--- config.mk ---
export PLATFORM = sky130hd
export DESIGN_NAME = uart_tx_arbiter
export DESIGN_NICKNAME = d
export VERILOG_FILES = /design/src/rtl/uart_tx_arbiter.sv
export SDC_FILE = /design/constraint.sdc
export NUM_CORES = 1
export LEC_CHECK = 0
export BUFFER_PORTS_ARGS = -buffer_cell sky130_fd_sc_hd__clkbuf_2
export CORE_UTILIZATION = 55
export DETAILED_ROUTE_END_ITERATION = 16
export PLACE_DENSITY = 0.85
export REMOVE_ABC_BUFFERS = 1
export SYNTH_ARGS = -nofsm -noshare
export SYNTH_HDL_FRONTEND = slang
export SYNTH_SLANG_ARGS = --single-unit
--- constraint.sdc ---
create_clock -name clk -period 6.6 [get_ports clk]
set_clock_uncertainty 0.15 [all_clocks]
set_input_delay 0.99 -clock clk [delete_from_list [all_inputs] [get_ports clk]]
set_output_delay 0.99 -clock clk [all_outputs]
set_load 0.005 [all_outputs]
--- src/rtl/uart_tx_arbiter.sv ---
// Round-robin arbiter sharing one UART transmitter among four byte requesters.
// Times each frame locally because the UART exposes no busy flag.
module uart_tx_arbiter #(
  parameter int unsigned CLKS_PER_BIT = 434,
  parameter int unsigned FRAME_BITS   = 10,
  parameter int unsigned GAP_CYCLES   = 0
) (
  input  logic        clk,
  input  logic        rst_n,
  input  logic [3:0]  req_valid,
  input  logic [31:0] req_data,
  output logic [3:0]  req_ready,
  output logic        tx_send,
  output logic [7:0]  tx_data,
  output logic [1:0]  grant_id,
  output logic        busy
);

  localparam int unsigned FRAME_CYCLES = CLKS_PER_BIT * FRAME_BITS + GAP_CYCLES;
  localparam int unsigned CNT_W        = (FRAME_CYCLES > 1) ? $clog2(FRAME_CYCLES) : 1;

  typedef enum logic [1:0] {
    ST_IDLE,
    ST_SEND,
    ST_WAIT
  } state_e;

  state_e             state_q, state_d;
  logic [CNT_W-1:0]   cnt_q, cnt_d;
  logic [1:0]         last_grant_q, last_grant_d;
  logic               tx_send_q, tx_send_d;
  logic [3:0]         req_ready_q, req_ready_d;
  logic [7:0]         tx_data_q, tx_data_d;
  logic [1:0]         grant_id_q, grant_id_d;
  logic               busy_q, busy_d;

  logic               win_found;
  logic [1:0]         win_idx;
  logic [1:0]         cand;

  // Scan from last_grant+1 upward; i=4 wraps back onto last_grant itself.
  always_comb begin
    win_found = 1'b0;
    win_idx   = '0;
    cand      = '0;
    for (int unsigned i = 1; i <= 4; i++) begin
      cand = last_grant_q + i[1:0];
      if (!win_found && req_valid[cand]) begin
        win_found = 1'b1;
        win_idx   = cand;
      end
    end
  end

  always_comb begin
    state_d      = state_q;
    cnt_d        = cnt_q;
    last_grant_d = last_grant_q;
    tx_send_d    = 1'b0;
    req_ready_d  = '0;
    tx_data_d    = tx_data_q;
    grant_id_d   = grant_id_q;

    unique case (state_q)
      ST_IDLE: begin
        if (win_found) begin
          state_d      = ST_SEND;
          tx_send_d    = 1'b1;
          req_ready_d  = 4'b0001 << win_idx;
          tx_data_d    = req_data[{win_idx, 3'b000} +: 8];
          grant_id_d   = win_idx;
          last_grant_d = win_idx;
        end
      end
      ST_SEND: begin
        cnt_d   = CNT_W'(FRAME_CYCLES - 1);
        state_d = ST_WAIT;
      end
      ST_WAIT: begin
        if (cnt_q == '0) begin
          state_d = ST_IDLE;
        end else begin
          cnt_d = cnt_q - 1'b1;
        end
      end
      default: state_d = ST_IDLE;
    endcase

    busy_d = (state_d != ST_IDLE);
  end

  always_ff @(posedge clk or negedge rst_n) begin
    if (!rst_n) begin
      state_q      <= ST_IDLE;
      cnt_q        <= '0;
      last_grant_q <= 2'd3;
      tx_send_q    <= 1'b0;
      req_ready_q  <= '0;
      tx_data_q    <= '0;
      grant_id_q   <= '0;
      busy_q       <= 1'b0;
    end else begin
      state_q      <= state_d;
      cnt_q        <= cnt_d;
      last_grant_q <= last_grant_d;
      tx_send_q    <= tx_send_d;
      req_ready_q  <= req_ready_d;
      tx_data_q    <= tx_data_d;
      grant_id_q   <= grant_id_d;
      busy_q       <= busy_d;
    end
  end

  assign tx_send   = tx_send_q;
  assign req_ready = req_ready_q;
  assign tx_data   = tx_data_q;
  assign grant_id  = grant_id_q;
  assign busy      = busy_q;

endmodule

# --- Word-level counts from Yosys, hierarchy flattened ---
# Index checks and enable logic that the tools add are counted.
word_totals:
  regBits: 33
  inputBits: 38
  output_inout_bits: 16
  word_cells: 58
classes:
  addsub: 4
  order_cmp: 4
  eq_ne: 3
  shift: 2
  muxes: 25
  n_reduce_logical: 12
op_table:
  columns: ["op", "count"]
  rows:
  - ["$shiftx A32 B6 Y8", 1]
  - ["$pmux W13 S2", 1]
  - ["$logic_not A13 Y1", 1]
  - ["$mux W13", 1]
  - ["$sub A13 B1 Y13 const B", 1]
  - ["$lt A2 B3 Y1 const B", 4]
  - ["$mux W2", 6]
  - ["$mux W1", 10]
  - ["$bmux W1 S2", 4]
  - ["$mux W4", 2]
  - ["$pmux W2 S3", 1]
  - ["$add A2 B2 Y2 const B", 2]
  - ["$reduce_and A2 Y1", 2]
  - ["$reduce_bool A2 Y1", 2]
  - ["$shl A1 B2 Y4 const A", 1]
  - ["$logic_and A1 B1 Y1", 3]
  - ["$logic_not A1 Y1", 3]
  - ["$add A2 B1 Y2 const B", 1]
  - ["$eq A2 B1 Y1 const B", 1]
  - ["$eq A2 B2 Y1 const B", 1]
  - ["$logic_not A2 Y1", 1]
  - ["$ne A2 B2 Y1 const B", 1]

# --- Depth between registers and ports, before layout ---
# Gate-level depths: netlist of the first run.
depth:
  word_depth: 16
  mapped_depth: 7
  ltp_nobuf: 7

# --- Least setup slack after synthesis of the first run ---
# No wires, ideal clock.
synth_path:
  kind: "input -> register"
  start: "in req_valid[2]"
  end: "reg tx_data_q[3] (netlist: tx_data[3])"
  setup_ns: 0.094
  arrival_time_ns: 2.168
  required_time_ns: 6.356
  path_slack_ns: 4.188
  path_stages: 7
  path_buffers: 2
  path_cell_list: "nor4_1 or3_1 clkbuf_1 clkbuf_1 a41oi_1 o211a_1 a211oi_1"
synth_via:
  elab_chain_cells: 13
  word_cells_on_any_way: 24
  cone_classes: "shift: 1; mux: 16; reduce/logical: 7"
synth_rtl:
  columns: ["element", "line", "source"]
  rows:
  - ["from (decl)", "10", "input logic [3:0] req_valid,"]
  - ["$bmux W1 S2", "48", "if (!win_found && req_valid[cand]) begin"]
  - ["$mux W1 (implied by the code)", "48", null]
  - ["$mux W1", "48", null]
  - ["$logic_not A1 Y1", "48", null]
  - ["$logic_and A1 B1 Y1", "48", null]
  - ["$mux W1", "48", null]
  - ["$logic_not A1 Y1", "48", null]
  - ["$logic_and A1 B1 Y1", "48", null]
  - ["$mux W1", "48", null]
  - ["$logic_not A1 Y1", "48", null]
  - ["$logic_and A1 B1 Y1", "48", null]
  - ["$mux W2 or $mux W1 (tied branches)", "48", null]
  - ["$shiftx A32 B6 Y8 or $reduce_and A2 Y1 (tied branches)", null, null]
  - ["to (signal assigned)", "108", "tx_data_q <= tx_data_d;"]
  - ["to (decl)", "33", "logic [7:0] tx_data_q, tx_data_d;"]
# Parallel ways exist; a longest one is shown, timed or not. The select of a mux whose other input is x is not followed.
# A chain may end at the register's enable or synchronous reset.

# --- Worst setup path after layout of the first run ---
layout_path:
  start: "in req_valid[1]"
  end: "reg tx_data_q[7] (netlist: tx_data[7])"
# Same word-level chain as after synthesis.

==> results.sh, run 1 <==
export IMPL_outcome="finished, final reports clean"
export IMPL_synth_seq_area_share_pct=46.16
export IMPL_final_core_utilization_pct=68.70
export IMPL_path_class="input port to register"
export IMPL_grt_antenna_before_repair=0
export IMPL_pin_count=54
export IMPL_synthCells=177
export IMPL_setup_repair_after_global_routing_missed_its_margin="no"
export IMPL_port_buffer_count=53
export IMPL_setup_tns_ps=0
export IMPL_synth_top_cell_area_share_pct=43.24
export IMPL_flow_area_growth_from_synthesis_pct=17.85
export IMPL_antennaDiodeCount=0
export IMPL_drcViolationCount=0
export IMPL_final_setup_viol_count=0
export IMPL_grt_start_max_net_pins=34
export IMPL_maxCapViolCount=0
export IMPL_worst_setup_path_end_kind="register"
export IMPL_critPathArrivalTime_ps=2670
export IMPL_dr_first_iter_drc_count=43
export IMPL_floorplan_die_area_sq_um=3495
export IMPL_route_detailed_vias_per_inst=5.620
export IMPL_clk_insertion_delay_late_ps=340
export IMPL_ys_ff_latch=33
export IMPL_layout_setup_ws_ps=4028
export IMPL_min_period_ps=2572
export IMPL_cts_repair_resized=0
export IMPL_num_rows=20
export IMPL_floorplan_die_height_um=59.12
export IMPL_clk_pin_slew_ps=100
export IMPL_p_leak_uw=0.001053
export IMPL_pre_cts_slack_ps=3650
export IMPL_worstMarginPinSlew_ps=975.7
export IMPL_first_global_vias=1456
export IMPL_maxSlewHeadroom_pct=34.95
export IMPL_cts_htree_levels=2
export IMPL_grt_overflow_total=0
export IMPL_synth_top_area_cell="sky130_fd_sc_hd__dfrtp_1"
export IMPL_critical_path_slowest_cell="sky130_fd_sc_hd__o221ai_1"
export IMPL_post_cts_repair_setup_buffers=0
export IMPL_syn_avg_cell_area_sq_um=10.14
export IMPL_synth_main_ff_cell="sky130_fd_sc_hd__dfrtp_1"
export IMPL_route_vias_total=1540
export IMPL_path_delay_family="compound AO/OA/AOI/OAI gates"
export IMPL_final_max_slew_violation_count=0
export IMPL_hold_violations=0
export IMPL_core_sq_um=3078
export IMPL_clock_fmax_mhz=388.8
export IMPL_critPathRequiredTime_ps=6700
export IMPL_grt_util_all_layers_pct=23.33
export IMPL_worstSetupStartpointType="input port"
export IMPL_first_pass_grt_wire_length_mm=6.016
export IMPL_ys_async_sr_fraction_pct=100.0
export IMPL_cts_tree="built"
export IMPL_dpl_hpwl_mm=2.758
export IMPL_post_detailed_route_wirelength_per_cell_um=13.66
export IMPL_synth_warnings=0
export IMPL_peakVddDrop_mv=0.2073
export IMPL_fin_hold_ws_ps=336.7
export IMPL_layout_nets=269
export IMPL_ordered_cell_list_for_the_critical_path="clkbuf_2 -> nor2b_1 -> a21oi_1 -> o221ai_1 -> nor2_2 -> a211oi_1"
export IMPL_post_route_cells_drive_above_1_share_pct=30.43
export IMPL_count_of_flip_flops_with_a_built_in_enable_after_synthesis=0
export IMPL_drtAntennaViolNets=0
export IMPL_worst_path_max_fanout=13
export IMPL_cts_hold_buffers_added=0
export IMPL_finalWeightedCongestion=0.7856
export IMPL_cp_num_buf_inv=1
export IMPL_synth_area_top_cells="sky130_fd_sc_hd__dfrtp_1 (43%), sky130_fd_sc_hd__mux2i_1 (5.6%), sky130_fd_sc_hd__o211a_1 (4.5%)"
export IMPL_post_route_period_util_pct=38.97
export IMPL_clock_tree_root_cell="sky130_fd_sc_hd__clkbuf_4"
export IMPL_critical_path_max_stage_delay_ps=740
export IMPL_clkSinkCount=33
export IMPL_timing_hold_worst_class="register to register"
export IMPL_start_util_pct=58.29
export IMPL_synth_cell_type_count=45
export IMPL_chipWidth_um=59.12
export IMPL_synth_area_sq_um=1794
export IMPL_route_final_wire_length_mm=3.742
export IMPL_cellPowerDensity_nw_per_um2=367.8
export IMPL_cts_bufs_inserted=5
export IMPL_max_clock_path_buffers=2
export IMPL_drt_first_pass_iters=4
cell usage in the layout (no fill, tap or decap), types with 5 or more instances in the layout:
master / netlist / routed
sky130_fd_sc_hd__dfrtp_1: 31 / 31
sky130_fd_sc_hd__clkbuf_2: 0 / 53
sky130_fd_sc_hd__a211oi_1: 8 / 8
sky130_fd_sc_hd__clkbuf_4: 0 / 5
sky130_fd_sc_hd__mux2i_1: 10 / 10
sky130_fd_sc_hd__inv_1: 12 / 12
sky130_fd_sc_hd__a41oi_1: 8 / 8
sky130_fd_sc_hd__o211a_1: 8 / 8
sky130_fd_sc_hd__nor2_1: 19 / 19
sky130_fd_sc_hd__nand2_1: 13 / 13
routing by layer:
| metal | routed length (um) | global-route usage [%] | vias up |
|---|---|---|---|
| met5 | 0 | 0 | - |
| met1 | 1579 | 26.42 | 721 |
| met3 | 217 | 7.424 | 10 |
| met4 | 68 | 8.163 | 0 |
| met2 | 1876 | 41.23 | 52 |
| li1 | - | - | 757 |
cell families after synthesis:
| logic type | count (synthesis) | synth area share (%) |
|---|---|---|
| adders and majority gates | 2 | 1.394 |
| and+or+nand+nor | 65 | 19.04 |
| muxes | 10 | 5.579 |
| DFF | 33 | 46.16 |
| AOI/OAI and AO/OA | 42 | 20.02 |
| xor gates and xnor gates | 5 | 2.441 |
| buffers and inverters | 20 | 5.369 |
cell type report:
cell class | instances | area (sq um)
multi-input combinational | 124 | 869.6
clock inverter | 2 | 10.01
tap | 44 | 55.05
clock buffer | 6 | 41.29
timing repair buffer | 53 | 265.3
sequential | 33 | 828.3
fill | 258 | 963.4
inverter | 12 | 45.04
flip-flops by register name (all words and copies together) (netlist names):
signal and count:
req_ready 4, state_q 2, tx_data 8, grant_id 2, busy 1, last_grant_q 2, tx_send 1, cnt_q 13
power by group:
part	internal (uW)	switching (uW)	total, uW
logic	145	196	341
clock network	40.5	68.4	109
registers	276	52.2	328
synthesized netlist by cell type (3+ instances only):
library cell / n
sky130_fd_sc_hd__inv_1: 12
sky130_fd_sc_hd__nand3_1: 3
sky130_fd_sc_hd__o211a_1: 8
sky130_fd_sc_hd__a21oi_1: 4
sky130_fd_sc_hd__nor2_1: 19
sky130_fd_sc_hd__nor2b_1: 4
sky130_fd_sc_hd__nand2b_1: 4
sky130_fd_sc_hd__mux2i_1: 10
sky130_fd_sc_hd__xnor2_1: 3
sky130_fd_sc_hd__clkbuf_1: 3
sky130_fd_sc_hd__nor3_1: 4
sky130_fd_sc_hd__a41oi_1: 8
sky130_fd_sc_hd__a211oi_1: 8
sky130_fd_sc_hd__nand2_1: 13
sky130_fd_sc_hd__or3_1: 3
sky130_fd_sc_hd__nor4_1: 3
sky130_fd_sc_hd__dfrtp_1: 31
metrics by stage:
step | instance area [sq um] | power, uW | cells
floorplan | 1743 | 553.6 | 169
global placement | 2063 | 661.9 | 266
detailed placement | 2063 | 673.8 | 266
CTS | 2115 | 785.3 | 274
global route | 2115 | 839.1 | 274
finish | 2115 | 777.8 | 274
worst register-to-register path, stage by stage (launching register included):
cell                       delay (ps)
sky130_fd_sc_hd__dfrtp_1          430
sky130_fd_sc_hd__inv_1             80
sky130_fd_sc_hd__ha_1             220
sky130_fd_sc_hd__nor2b_1          170
sky130_fd_sc_hd__a41oi_2          420
sky130_fd_sc_hd__nand4b_1         280
sky130_fd_sc_hd__o311ai_0         380
sky130_fd_sc_hd__o41ai_1          130
worst paths after layout:
check                        startpoint           to  slack (ps)  depth (start not counted)
max in group asynchronous         rst_n     cnt_q[4]        5210                          1
min in group asynchronous         rst_n    cnt_q[11]         570                          1
hold / removal              grant_id[1]  grant_id[1]         340                          2
setup reg to reg               cnt_q[0]     cnt_q[8]        4200                          7
setup / recovery           req_valid[1]   tx_data[7]        4030                          6
hold reg to reg             grant_id[1]  grant_id[1]         340                          2
Note: power is estimated with default switching activity, not from simulation.
==> run 2: changes to the inputs <==
--- a/config.mk
+++ b/config.mk
@@ -6,9 +6,9 @@
 export NUM_CORES = 1
 export LEC_CHECK = 0
 export BUFFER_PORTS_ARGS = -buffer_cell sky130_fd_sc_hd__clkbuf_2
-export CORE_UTILIZATION = 55
+export CORE_UTILIZATION = 51
 export DETAILED_ROUTE_END_ITERATION = 16
-export PLACE_DENSITY = 0.85
+export PLACE_DENSITY = 0.79
 export REMOVE_ABC_BUFFERS = 1
 export SYNTH_ARGS = -nofsm -noshare
 export SYNTH_HDL_FRONTEND = slang
==> constraint.sdc (replaced) <==
create_clock -name clk -period 2.6 [get_ports clk]
set_clock_uncertainty 0.15 [all_clocks]
set_input_delay 0.39 -clock clk [delete_from_list [all_inputs] [get_ports clk]]
set_output_delay 0.39 -clock clk [all_outputs]
set_load 0.005 [all_outputs]
==> results.sh, run 2 (synthesized netlist as in run 1, its figures left out) <==
export IMPL_first_global_vias=1294
export IMPL_layout_common_cells="sky130_fd_sc_hd__clkbuf_2 (53), sky130_fd_sc_hd__dfrtp_1 (31), sky130_fd_sc_hd__nor2_1 (19), sky130_fd_sc_hd__nand2_1 (13), sky130_fd_sc_hd__inv_1 (12)"
export IMPL_cellPowerDensity_nw_per_um2=944.4
export IMPL_critical_path_max_stage_delay_ps=410
export IMPL_grt_util_all_layers_pct=21.02
export IMPL_maxSlewHeadroom_pct=46.98
export IMPL_global_route_usage_met2_pct=32.76
export IMPL_clkSinkCount=33
export IMPL_final_max_slew_violation_count=0
export IMPL_ordered_cell_list_for_the_critical_path="inv_1 -> ha_1 -> nor2b_1 -> a41oi_2 -> nand4b_1 -> o311ai_0 -> o41ai_1"
export IMPL_clock_tree_root_cell="sky130_fd_sc_hd__clkbuf_4"
export IMPL_cts_tree="built"
export IMPL_grtUsageMet1_pct=28.21
export IMPL_core_sq_um=3363
export IMPL_num_rows=21
export IMPL_first_pass_grt_wire_length_mm=5.733
export IMPL_route_final_wire_length_mm=3.652
export IMPL_r2r_worst_path_cells=7
export IMPL_path_class="register to register"
export IMPL_grt_overflow_total=0
export IMPL_crit_reg2reg_capture="cnt_q[8]"
export IMPL_globalRoute_busiestLayer="met2"
export IMPL_worst_setup_path_end_kind="register"
export IMPL_clk_insertion_delay_late_ps=330
export IMPL_grt_start_max_net_pins=34
export IMPL_hold_violations=31
export IMPL_path_delay_family="compound AO/OA/AOI/OAI gates"
export IMPL_commonest_non_fill_non_tap_cell_in_the_layout="sky130_fd_sc_hd__clkbuf_2"
export IMPL_pin_count=54
export IMPL_layout_setup_ws_ps=344.1
export IMPL_cp_num_buf_inv=1
export IMPL_post_route_cells_drive_above_1_share_pct=31.20
export IMPL_p_leak_uw=0.001073
export IMPL_route_detailed_vias_per_inst=5.386
export IMPL_clk_pin_slew_ps=100
export IMPL_start_util_pct=53.35
export IMPL_critPathArrivalTime_ps=2310
export IMPL_finalWeightedCongestion=0.7601
export IMPL_cts_bufs_inserted=5
export IMPL_flow_area_growth_from_synthesis_pct=20.08
export IMPL_port_buffer_count=53
export IMPL_cts_htree_levels=2
export IMPL_grt_antenna_before_repair=0
export IMPL_chipWidth_um=61.32
export IMPL_post_cts_repair_setup_buffers=0
export IMPL_crit_cells=7
export IMPL_antennaDiodeCount=0
export IMPL_final_setup_viol_count=0
export IMPL_peakVddDrop_mv=0.4525
export IMPL_cts_hold_buffers_added=0
export IMPL_post_route_period_util_pct=86.76
export IMPL_worstSetupStartpointType="register"
export IMPL_setup_repair_after_global_routing_missed_its_margin="no"
export IMPL_route_vias_total=1508
export IMPL_setup_tns_ps=0
export IMPL_rr_startpoint="cnt_q[0]"
export IMPL_fin_hold_ws_ps=-19.84
export IMPL_floorplan_die_height_um=61.32
export IMPL_maxCapViolCount=0
export IMPL_worstMarginPinSlew_ps=795.3
export IMPL_violated_checks="hold timing"
export IMPL_layout_nets=273
export IMPL_critPathRequiredTime_ps=2660
export IMPL_max_clock_path_buffers=2
export IMPL_post_detailed_route_wirelength_per_cell_um=13.04
export IMPL_worst_r2r_setup_slack_ps=340
export IMPL_pre_cts_slack_ps=333.4
export IMPL_outcome="complete, but fails checks"
export IMPL_min_period_ps=2256
export IMPL_floorplan_die_area_sq_um=3760
export IMPL_drcViolationCount=0
export IMPL_dpl_hpwl_mm=2.693
export IMPL_clock_fmax_mhz=443.3
export IMPL_met3_usage_pct=5.252
export IMPL_dr_first_iter_drc_count=47
export IMPL_worst_path_max_fanout=10
export IMPL_drt_first_pass_iters=4
export IMPL_timing_hold_worst_class="input port to asynchronous set/reset pin"
export IMPL_largest_reg_flops=13
export IMPL_cts_repair_resized=0
export IMPL_critical_path_slowest_cell="sky130_fd_sc_hd__dfrtp_1"
export IMPL_biggest_register="cnt_q"
export IMPL_drtAntennaViolNets=0
export IMPL_layout_filler_cells=309
## run 2: area by class of cell
cell class                 instances  area [sq um]  area share (%)
clock buffer                       8         58.81           2.729
inverter                          12         45.04           2.091
multi-input combinational        124         869.6           40.36
sequential                        33         828.3           38.44
tap                               46         57.56           2.671
timing repair buffer              57         295.3           13.70
## run 2: worst max path at each step
| stage | startpoint | endpoint | slack, ps |
|---|---|---|---|
| 6_report | cnt_q[0] | cnt_q[8] | 340 |
| 2_1_floorplan | cnt_q[0] | cnt_q[10] | 540 |
| 5_1_grt | cnt_q[0] | cnt_q[8] | 120 |
| 4_1_cts | cnt_q[0] | cnt_q[8] | 330 |
| 3_5_place_dp | cnt_q[0] | cnt_q[8] | 330 |
| 3_3_place_gp | cnt_q[0] | cnt_q[10] | 420 |
## run 2: power breakdown
part / internal (uW) / total, uW / switching [uW]
Clock: 133 / 299 / 165
Combinational: 405 / 909 / 504
Sequential: 701 / 827 / 126
Total: 1240 / 2030 / 796
## run 2: per-stage QoR
stage                     cell area [sq um]  hold WS (ps)  power, uW  util, %  instances
after floorplan                        1743        -55.59       1405        -        169
after global placement                 2096         318.5       1735    62.31        272
after detailed placement               2096         321.2       1754    62.31        272
after CTS                              2155         4.379       2051    64.06        280
after global routing                   2155         28.67       2222    64.06        280
final                                  2155        -19.84       2035    64.06        280
## run 2: metal layers
layer  share of wire [%]  wire (um)
met3                 3.9        143
met5                   0          0
met2                  47       1724
met4                 1.3         48
met1                  48       1735
==> run 3: changes to the inputs <==
==> constraint.sdc (replaced) <==
create_clock -name clk -period 2.42 [get_ports clk]
set_clock_uncertainty 0.15 [all_clocks]
set_input_delay 0.363 -clock clk [delete_from_list [all_inputs] [get_ports clk]]
set_output_delay 0.363 -clock clk [all_outputs]
set_load 0.005 [all_outputs]
==> results.sh, run 3 (synthesized netlist as in run 1, its figures left out) <==
export IMPL_outcome="finished, final reports clean"
export IMPL_layout_nets=274
export IMPL_route_final_wire_length_mm=3.504
export IMPL_grt_util_all_layers_pct=19.82
export IMPL_cts_bufs_inserted=5
export IMPL_clkSinkCount=33
export IMPL_min_period_ps=2078
export IMPL_r2r_worst_path_cells=7
export IMPL_grt_antenna_before_repair=0
export IMPL_cellPowerDensity_nw_per_um2=1049
export IMPL_net_switching_power_uw=859.5
export IMPL_biggest_register="cnt_q"
export IMPL_critical_path_max_stage_delay_ps=410
export IMPL_final_design_area_no_fill_sq_um=2191
export IMPL_core_sq_um=3363
export IMPL_first_global_vias=1189
export IMPL_post_route_period_util_pct=85.88
export IMPL_critPathRequiredTime_ps=2480
export IMPL_drcViolationCount=0
export IMPL_placed_cell_area_sq_um=2096
export IMPL_fin_hold_ws_ps=180.0
export IMPL_grt_overflow_total=0
export IMPL_clockPowerShare_pct=18.8
export IMPL_final_max_slew_violation_count=0
export IMPL_timing_hold_worst_path_depth=3
export IMPL_hold_violations=0
export IMPL_maxCapViolCount=0
export IMPL_p_leak_uw=0.001090
export IMPL_critPathArrivalTime_ps=2140
export IMPL_route_vias_total=1526
export IMPL_start_util_pct=53.35
export IMPL_final_setup_viol_count=0
export IMPL_num_rows=21
export IMPL_timing_hold_worst_class="input port to register"
export IMPL_grt_start_max_net_pins=34
export IMPL_post_cts_repair_setup_buffers=0
export IMPL_maxSlewHeadroom_pct=48.66
export IMPL_dr_first_iter_drc_count=55
export IMPL_cts_tree="built"
export IMPL_layout_filler_cells=293
export IMPL_seq_power_share_pct=38.7
export IMPL_floorplan_die_height_um=61.32
export IMPL_worst_path_max_fanout=5
export IMPL_worstSetupStartpointType="register"
export IMPL_path_class="register to register"
export IMPL_largest_reg_flops=13
export IMPL_clock_fmax_mhz=481.1
export IMPL_layout_setup_ws_ps=341.6
export IMPL_final_core_utilization_pct=65.14
export IMPL_pre_cts_slack_ps=358.2
export IMPL_drt_first_pass_iters=4
export IMPL_critical_path_slowest_cell="sky130_fd_sc_hd__dfrtp_1"
export IMPL_dpl_hpwl_mm=2.665
export IMPL_switching_share_pct=37.40
export IMPL_max_clock_path_buffers=2
export IMPL_commonest_non_fill_non_tap_cell_in_the_layout="sky130_fd_sc_hd__clkbuf_2"
export IMPL_power_share_combinational_pct=42.5
export IMPL_floorplan_die_area_sq_um=3760
export IMPL_cell_internal_pwr_uw=1438
export IMPL_clk_insertion_delay_late_ps=330
export IMPL_first_pass_grt_wire_length_mm=5.354
export IMPL_chipWidth_um=61.32
export IMPL_setup_tns_ps=0
export IMPL_clk_pin_slew_ps=100
export IMPL_clock_tree_root_cell="sky130_fd_sc_hd__clkbuf_4"
export IMPL_finalWeightedCongestion=0.7999
export IMPL_post_detailed_route_wirelength_per_cell_um=12.47
export IMPL_ordered_cell_list_for_the_critical_path="inv_1 -> ha_1 -> nor2b_1 -> a41oi_2 -> nand4b_1 -> o311ai_0 -> o41ai_1"
export IMPL_flow_area_growth_from_synthesis_pct=22.11
export IMPL_antennaDiodeCount=0
export IMPL_cts_htree_levels=2
export IMPL_cts_repair_resized=0
export IMPL_setup_repair_after_global_routing_missed_its_margin="no"
export IMPL_drtAntennaViolNets=0
export IMPL_port_buffer_count=53
export IMPL_post_route_cells_drive_above_1_share_pct=31.49
export IMPL_peakVddDrop_mv=0.5303
export IMPL_worst_setup_path_end_kind="register"
export IMPL_worstMarginPinSlew_ps=770.2
export IMPL_layout_common_cells="sky130_fd_sc_hd__clkbuf_2 (53), sky130_fd_sc_hd__dfrtp_1 (31), sky130_fd_sc_hd__nor2_1 (19), sky130_fd_sc_hd__nand2_1 (13), sky130_fd_sc_hd__inv_1 (12)"
export IMPL_pin_count=54
export IMPL_route_detailed_vias_per_inst=5.431
export IMPL_cts_hold_buffers_added=1
## run 3: cell count changes in the layout (fill, tap and decap cells not counted), sizes merged
cell,change
clkbuf,-1
dlygate4sd3,+1
bufinv,+1
## run 3: through the flow
step,power (uW),cells
final,2298,281
after global routing,2474,281
after CTS,2316,281
after detailed placement,1880,272
after global placement,1855,272
after floorplan,1510,169
## run 3: path summary, 6_finish.rpt
path | slack [ps] | from | endpoint
min | 180 | req_data[0] | tx_data[0]
min reg2reg | 330 | grant_id[1] | grant_id[1]
max reg2reg | 340 | cnt_q[0] | cnt_q[10]
max in group asynchronous | 1160 | rst_n | cnt_q[6]
min in group asynchronous | 470 | rst_n | cnt_q[9]
max | 340 | cnt_q[0] | cnt_q[10]
## run 3: layer usage
| metal | wire (um) | up-vias | GRT usage [%] |
|---|---|---|---|
| li1 | - | 767 | - |
| met1 | 1694 | 718 | 27.84 |
| met2 | 1613 | 36 | 28.42 |
| met3 | 157 | 5 | 6.933 |
| met4 | 39 | 0 | 6.818 |
| met5 | 0 | - | 0 |
## run 3: critical path, delay by kind of cell, from the launching register on
family                   cells  cell delay, ps
AO/OA/AOI/OAI                3             700
flip-flops                   1             410
AND/OR/NAND/NOR              2             400
adder cells (fa/ha/maj)      1             210
buffers and inverters        1              80
## run 3: power groups by stage
stage / Clock [uW] / Sequential, uW / Combinational, uW
floorplan: 0 / 889 / 621
global placement: 0 / 898 / 956
detailed placement: 0 / 898 / 982
CTS: 441 / 891 / 984
global route: 465 / 916 / 1090
finish: 432 / 890 / 976
## run 3: cell type report
type / instances / area [sq um] / area share (%)
Inverter: 12 / 45.04 / 2.056
Tap cell: 46 / 57.56 / 2.627
Timing Repair Buffer: 58 / 305.3 / 13.93
Multi-Input combinational cell: 124 / 869.6 / 39.69
Clock inverter: 1 / 30.03 / 1.371
Clock buffer: 7 / 55.05 / 2.513
Sequential cell: 33 / 828.3 / 37.81
